==> config.mk <==
export PLATFORM = sky130hd
export DESIGN_NAME = cache_ctrl
export DESIGN_NICKNAME = d
export VERILOG_FILES = /design/src/rtl/cache_ctrl_pkg.sv /design/src/rtl/cache_tag_store.sv /design/src/rtl/cache_ctrl.sv
export SDC_FILE = /design/constraint.sdc
export NUM_CORES = 2
export LEC_CHECK = 0
export BUFFER_PORTS_ARGS = -buffer_cell sky130_fd_sc_hd__buf_4
export CAP_MARGIN = 20
export CORE_MARGIN = 1.5
export CORE_UTILIZATION = 40
export DETAILED_ROUTE_END_ITERATION = 8
export PLACE_DENSITY = 0.54
export SETUP_SLACK_MARGIN = 0.4
export SLEW_MARGIN = 10
export SYNTH_ARGS = -nofsm -noshare
export SYNTH_HDL_FRONTEND = slang
export SYNTH_SLANG_ARGS = --single-unit
==> constraint.sdc <==
create_clock -name clock -period 4.8 [get_ports clock]
set_input_delay 0.96 -clock clock [delete_from_list [all_inputs] [get_ports clock]]
set_output_delay 0.96 -clock clock [all_outputs]
set_load 0.01 [all_outputs]
==> src/rtl/cache_ctrl_pkg.sv <==
// Shared widths, address layout and controller state encoding for the cache controller.
package cache_ctrl_pkg;

    localparam int unsigned IDX_W   = 8;
    localparam int unsigned TAG_W   = 6;
    localparam int unsigned BSEL_W  = 2;
    localparam int unsigned LINES   = 1 << IDX_W;
    localparam int unsigned DRAM_AW = IDX_W + BSEL_W;
    localparam int unsigned MEM_AW  = TAG_W + IDX_W + BSEL_W;

    typedef struct packed {
        logic [TAG_W-1:0]  tag;
        logic [IDX_W-1:0]  index;
        logic [BSEL_W-1:0] bytesel;
    } address_t;

    typedef enum logic [2:0] {
        ST_IDLE,
        ST_LOOKUP,
        ST_FILL,
        ST_MEMWR,
        ST_RESP
    } cache_ctrl_state_t;

    // Main-memory byte address for a tag/index/byte triple.
    function automatic address_t make_addr(
        input logic [TAG_W-1:0]  tag,
        input logic [IDX_W-1:0]  index,
        input logic [BSEL_W-1:0] bytesel
    );
        address_t a;
        a.tag     = tag;
        a.index   = index;
        a.bytesel = bytesel;
        return a;
    endfunction

endpackage

==> src/rtl/cache_tag_store.sv <==
// Tag/valid store: one tag and valid bit per line, combinational lookup, single write port.
module cache_tag_store
    import cache_ctrl_pkg::*;
(
    input  logic             clock,
    input  logic             reset,
    input  logic [IDX_W-1:0] lookup_index,
    input  logic [TAG_W-1:0] lookup_tag,
    output logic             hit_c,
    input  logic             wr_en,
    input  logic [IDX_W-1:0] wr_index,
    input  logic [TAG_W-1:0] wr_tag
);

    logic [LINES-1:0] valid;
    logic [TAG_W-1:0] tagmem [LINES];

    // Valid bits are the only state that must be cleared; stale tags are masked by them.
    always_ff @(posedge clock or negedge reset) begin
        if (!reset) begin
            valid <= '0;
        end else if (wr_en) begin
            valid[wr_index] <= 1'b1;
        end
    end

    always_ff @(posedge clock) begin
        if (wr_en) begin
            tagmem[wr_index] <= wr_tag;
        end
    end

    assign hit_c = valid[lookup_index] && (tagmem[lookup_index] == lookup_tag);

endmodule

==> src/rtl/cache_ctrl.sv <==
// Processor-to-cache sequencing controller: direct-mapped, write-through, no-write-allocate.
// Optional hit/miss counters are built when CACHE_CTRL_STATS_EN is defined.
module cache_ctrl #(
    parameter int unsigned IDX_W  = 8,
    parameter int unsigned TAG_W  = 6,
    parameter int unsigned BSEL_W = 2
) (
    input  logic                           clock,
    input  logic                           reset,
    input  logic                           req,
    input  logic                           rw,
    input  logic [IDX_W-1:0]               index,
    input  logic [TAG_W-1:0]               tag,
    input  logic [BSEL_W-1:0]              bytesel,
    input  logic [7:0]                     wdata,
    output logic [7:0]                     rdata,
    output logic                           stall,
    output logic                           hit,
    output logic                           miss,
    output logic                           done,
    output logic [IDX_W+BSEL_W-1:0]        dram_addr,
    output logic                           dram_we,
    output logic [7:0]                     dram_wdata,
    input  logic [7:0]                     dram_rdata,
    output logic                           mem_req,
    output logic                           mem_we,
    output logic [TAG_W+IDX_W+BSEL_W-1:0]  mem_addr,
    output logic [7:0]                     mem_wdata,
    input  logic                           mem_ack,
    input  logic [7:0]                     mem_rdata
`ifdef CACHE_CTRL_STATS_EN
    ,
    output logic [15:0]                    hit_count,
    output logic [15:0]                    miss_count
`endif
);

    import cache_ctrl_pkg::*;

    cache_ctrl_state_t   state, nxt_state;
    logic                cmd_rw, nxt_rw;
    logic [IDX_W-1:0]    cmd_index, nxt_index;
    logic [TAG_W-1:0]    cmd_tag, nxt_tag;
    logic [BSEL_W-1:0]   cmd_bsel, nxt_bsel;
    logic [7:0]          cmd_wdata, nxt_wdata;
    logic [BSEL_W-1:0]   k, nxt_k;
    logic [7:0]          rdata_q, nxt_rdata;
    logic                from_ram, nxt_from_ram;
    logic                nxt_stall, nxt_hit, nxt_miss, nxt_done;
    logic                nxt_dram_we;
    logic [IDX_W+BSEL_W-1:0]       nxt_dram_addr;
    logic [7:0]                    nxt_dram_wdata;
    logic                          nxt_mem_req, nxt_mem_we;
    logic [TAG_W+IDX_W+BSEL_W-1:0] nxt_mem_addr;
    logic [7:0]                    nxt_mem_wdata;
    logic                          lookup_hit_c;
    logic                          tag_we_c;

    // Lookup is done on the raw command at acceptance so hit/miss can be registered for LOOKUP.
    cache_tag_store u_tag_store (
        .clock        (clock),
        .reset        (reset),
        .lookup_index (index),
        .lookup_tag   (tag),
        .hit_c        (lookup_hit_c),
        .wr_en        (tag_we_c),
        .wr_index     (cmd_index),
        .wr_tag       (cmd_tag)
    );

    // Hit data is taken straight from the RAM's registered output to keep read-hit latency at two.
    assign rdata = (state == ST_RESP && from_ram) ? dram_rdata : rdata_q;

    always_comb begin
        nxt_state      = state;
        nxt_rw         = cmd_rw;
        nxt_index      = cmd_index;
        nxt_tag        = cmd_tag;
        nxt_bsel       = cmd_bsel;
        nxt_wdata      = cmd_wdata;
        nxt_k          = k;
        nxt_rdata      = rdata_q;
        nxt_from_ram   = from_ram;
        nxt_hit        = 1'b0;
        nxt_miss       = 1'b0;
        nxt_done       = 1'b0;
        nxt_dram_we    = 1'b0;
        nxt_dram_addr  = dram_addr;
        nxt_dram_wdata = dram_wdata;
        nxt_mem_req    = mem_req;
        nxt_mem_we     = mem_we;
        nxt_mem_addr   = mem_addr;
        nxt_mem_wdata  = mem_wdata;
        tag_we_c       = 1'b0;

        case (state)
            ST_IDLE: begin
                if (req) begin
                    nxt_rw        = rw;
                    nxt_index     = index;
                    nxt_tag       = tag;
                    nxt_bsel      = bytesel;
                    nxt_wdata     = wdata;
                    nxt_hit       = lookup_hit_c;
                    nxt_miss      = !lookup_hit_c;
                    nxt_from_ram  = 1'b0;
                    nxt_dram_addr = {index, bytesel};
                    nxt_state     = ST_LOOKUP;
                end
            end
            ST_LOOKUP: begin
                if (cmd_rw && hit) begin
                    nxt_from_ram = 1'b1;
                    nxt_done     = 1'b1;
                    nxt_state    = ST_RESP;
                end else if (cmd_rw) begin
                    nxt_k        = '0;
                    nxt_mem_req  = 1'b1;
                    nxt_mem_we   = 1'b0;
                    nxt_mem_addr = make_addr(cmd_tag, cmd_index, '0);
                    nxt_state    = ST_FILL;
                end else begin
                    if (hit) begin
                        nxt_dram_we    = 1'b1;
                        nxt_dram_addr  = {cmd_index, cmd_bsel};
                        nxt_dram_wdata = cmd_wdata;
                    end
                    nxt_mem_req   = 1'b1;
                    nxt_mem_we    = 1'b1;
                    nxt_mem_addr  = make_addr(cmd_tag, cmd_index, cmd_bsel);
                    nxt_mem_wdata = cmd_wdata;
                    nxt_state     = ST_MEMWR;
                end
            end
            ST_FILL: begin
                if (mem_ack) begin
                    nxt_dram_we    = 1'b1;
                    nxt_dram_addr  = {cmd_index, k};
                    nxt_dram_wdata = mem_rdata;
                    if (k == cmd_bsel) begin
                        nxt_rdata = mem_rdata;
                    end
                    if (k == '1) begin
                        tag_we_c    = 1'b1;
                        nxt_mem_req = 1'b0;
                        nxt_done    = 1'b1;
                        nxt_state   = ST_RESP;
                    end else begin
                        nxt_k        = k + 1'b1;
                        nxt_mem_addr = make_addr(cmd_tag, cmd_index, k + 1'b1);
                    end
                end
            end
            ST_MEMWR: begin
                if (mem_ack) begin
                    nxt_mem_req = 1'b0;
                    nxt_mem_we  = 1'b0;
                    nxt_done    = 1'b1;
                    nxt_state   = ST_RESP;
                end
            end
            ST_RESP: begin
                nxt_from_ram = 1'b0;
                nxt_state    = ST_IDLE;
            end
            default: begin
                nxt_mem_req = 1'b0;
                nxt_state   = ST_IDLE;
            end
        endcase

        nxt_stall = (nxt_state != ST_IDLE);
    end

    always_ff @(posedge clock or negedge reset) begin
        if (!reset) begin
            state      <= ST_IDLE;
            cmd_rw     <= 1'b0;
            cmd_index  <= '0;
            cmd_tag    <= '0;
            cmd_bsel   <= '0;
            cmd_wdata  <= '0;
            k          <= '0;
            rdata_q    <= '0;
            from_ram   <= 1'b0;
            stall      <= 1'b0;
            hit        <= 1'b0;
            miss       <= 1'b0;
            done       <= 1'b0;
            dram_we    <= 1'b0;
            dram_addr  <= '0;
            dram_wdata <= '0;
            mem_req    <= 1'b0;
            mem_we     <= 1'b0;
            mem_addr   <= '0;
            mem_wdata  <= '0;
        end else begin
            state      <= nxt_state;
            cmd_rw     <= nxt_rw;
            cmd_index  <= nxt_index;
            cmd_tag    <= nxt_tag;
            cmd_bsel   <= nxt_bsel;
            cmd_wdata  <= nxt_wdata;
            k          <= nxt_k;
            rdata_q    <= nxt_rdata;
            from_ram   <= nxt_from_ram;
            stall      <= nxt_stall;
            hit        <= nxt_hit;
            miss       <= nxt_miss;
            done       <= nxt_done;
            dram_we    <= nxt_dram_we;
            dram_addr  <= nxt_dram_addr;
            dram_wdata <= nxt_dram_wdata;
            mem_req    <= nxt_mem_req;
            mem_we     <= nxt_mem_we;
            mem_addr   <= nxt_mem_addr;
            mem_wdata  <= nxt_mem_wdata;
        end
    end

`ifdef CACHE_CTRL_STATS_EN
    // Saturating counters of lookup outcomes.
    always_ff @(posedge clock or negedge reset) begin
        if (!reset) begin
            hit_count  <= '0;
            miss_count <= '0;
        end else begin
            if (hit && hit_count != 16'hFFFF) begin
                hit_count <= hit_count + 16'd1;
            end
            if (miss && miss_count != 16'hFFFF) begin
                miss_count <= miss_count + 16'd1;
            end
        end
    end
`endif

endmodule

==> qor.yml <==
yosys.cell_count.top_type: "edfxtp_1"
ys_warn_count: 0
post_cts_buffers: 0
slowest_delay_ns: 0.95
post-place-ws_ns: -0.156
cp_top_family: "compound AO/OA/AOI/OAI gates"
drt_iter0_markers: 4779
first_pass_iters: 6
syn_area_per_cell_um2: 18.7
holdWs_ns: 0.124
wl_per_cell_um: 32.6
track_usage_pct: 24.6
layout-drive-gt1-share_pct: 33.1
syn_inst: 3976
fillers: 15700
finalWeightedCongestion: 0.896
powerDensity_nw_per_um2: 478
yosysTopAreaCellShare_pct: 61.9
wl_mm: 231
tightest_slew_ns: 1.22
status: "completed"
hold_class: "in2async"
grt_pass1_vias: 40800
clock_skew_ns: 0.0375
clk_path_buf_depth: 3
cts_sinks: 1880
cts_tree: "yes"
ys_seq_elements: 1880
crit_chain: "buf_8, buf_12, buf_4, mux4_2, a221oi_1, a32oi_1, and3_1, a31oi_1, o32ai_1, a211oi_2, and4_1"
n_antenna_cell: 0
avgViaCountPerCell: 5.78
slew_viol_final: 0
antenna_found_initial: 11
dp_hpwl_mm: 151
numCtsBuffers: 191
synth_nets: 4022
min_period_ns: 4.15
fp.dieW_um: 435
start_util_pct: 40.2
final_nets: 4464
vias: 40800
end_kind: "register"
grt_pass1_wl_mm: 323
syn_area_um2: 74500
fp.coreArea_um2: 185000
multiInputGateArea_um2: 18300
cts_hold_buf: 0
die_h_um: 435
dieArea_um2: 189000
synth-edff-count: 1536
critPathKind: "in2reg"
synthTopCellsByCount: "edfxtp_1 (1,536), mux4_2 (379), dfrtp_1 (344)"
worst_ep_required_time_ns: 5.57
cts_root_buffer: "clkbuf_16"
vdd_ir_drop_max_mv: 0.515
worst_ep_arrival_time_ns: 4.92
maxCapViolations: 0
cts_resized: 0
path_buf_inv: 3
hold_violations: 0
period_share_pct: 86.4
drc: 0
synth_area_leaders: "edfxtp_1 (62%), dfrtp_1 (12%), mux4_2 (11%)"
ff_latch_area_um2: 54800
timing.final.ws_setup_ns: 0.653
setup_violations: 0
grt_overflow: 0
postRouteAntennaNets: 0
p_leak_uw: 0.0312
clkLatencyLatePin_ns: 0.85
rows: 158
ys.flop_type: "edfxtp_1"
pin_count: 102
cpMaxStageDelayCell: "a221oi_1"
grt_setup_unrepaired: "false"
maxSlewHeadroom_pct: 18.1
critPathLaunchType: "input port"
h-tree-depth: 4
synth_seq_area_share_pct: 73.5
grt_max_degree: 178
synthArstFlopShare_pct: 18.3
yosysTopAreaCell: "edfxtp_1"
clkTransAtPathRegs_ns: 0.06
numPortBuffers: 101
area_delta_synth_final_pct: 16.6
yosys.cell_types.count: 80
cp_max_fo: 18
clock.fmax_ghz: 0.241
## layer usage
layer	vias up	wire length (um)	track usage (%)
li1	16700	-	-
met2	1839	106000	38.0
met1	21900	97700	34.7
met4	2	8720	8.94
met5	-	14	0
met3	386	17800	4.67
## path summary, 6_finish.rpt
check,slack (ns),cells past startpoint,to,from
max,0.65,11,hit,index[0]
min,0.12,1,mem_addr[11],reset
max reg2reg,1.32,8,hit,u_tag_store.tagmem[159][2]
min reg2reg,0.46,1,u_tag_store.valid[146],u_tag_store.valid[146]
max in group asynchronous,3.62,2,u_tag_store.valid[151],reset
min in group clock,0.35,3,cmd_rw,rw
## through the flow
stage	TNS (ns)	power, uW	util [%]	cells	area [um2]
3_5_place_dp	-0.270	26400	43.3	6702	80200
6_report	0	41500	46.9	7069	86800
4_1_cts	0	41800	46.9	7066	86800
2_1_floorplan	0	24000	-	3976	74500
3_3_place_gp	-0.415	26300	43.3	6701	80200
5_1_grt	0	42800	46.9	7069	86800
## power breakdown
group	switching, uW	internal, uW	total, uW
Clock	6530	8940	15500
Sequential	997	20100	21100
Combinational	3410	1540	4960
Total	10900	30600	41500
## logic make-up after synthesis
| logic type | share of synthesized area (%) |
|---|---|
| AND/OR/NAND/NOR | 5.63 |
| flip-flops | 73.5 |
| AO/OA/AOI/OAI | 3.24 |
| XOR/XNOR | 0.0470 |
| multiplexers | 15.5 |
| adder cells (fa/ha/maj) | 0.0168 |
| buffers and inverters | 2.09 |
## registers in the layout, indices dropped and copies added (netlist names), 2 cells and up
name	flops
cmd_index	8
cmd_tag	6
rdata_q	8
cmd_bsel	2
cmd_wdata	8
dram_addr	10
mem_addr	16
state	3
dram_wdata	8
mem_wdata	8
u_tag_store.tagmem	1536
u_tag_store.valid	256
k	2
## layout by cell type, fill, tap and decap left out, types with 6 or more instances in the layout
master and instances:
nand4_1 12, buf_4 421, mux2_2 79, a31oi_1 18, mux2i_1 188, a211oi_1 16, o2111ai_1 8, mux4_2 379
o22ai_1 19, and3_1 9, edfxtp_1 1536, dfrtp_1 338, o21ai_0 42, a221oi_1 10, inv_1 10, a22oi_1 99
clkbuf_1 40, a21oi_1 58, clkinv_1 25, nor2b_1 18, nand2_1 139, clkinv_2 35, buf_12 41, clkbuf_16 192
dfrtp_4 6, or2_2 256, nor3_1 11, o221ai_1 7, clkbuf_8 25, a22o_1 15, nand3_1 34, clkinv_4 6
nand2b_1 11, nor4_1 9, nor2_1 310, mux4_1 9, and2_1 6, clkinvlp_4 7, bufinv_16 21
## cell type report
type | count | share of cell area, %
inverter | 13 | 0.0605
clock inverter | 107 | 1.45
timing repair buffer | 470 | 4.70
multi-input combinational | 1862 | 21.0
tap | 2480 | 3.57
sequential | 1880 | 63.1
clock buffer | 257 | 6.10
No activity file was read; power rests on OpenSTA's default activity.
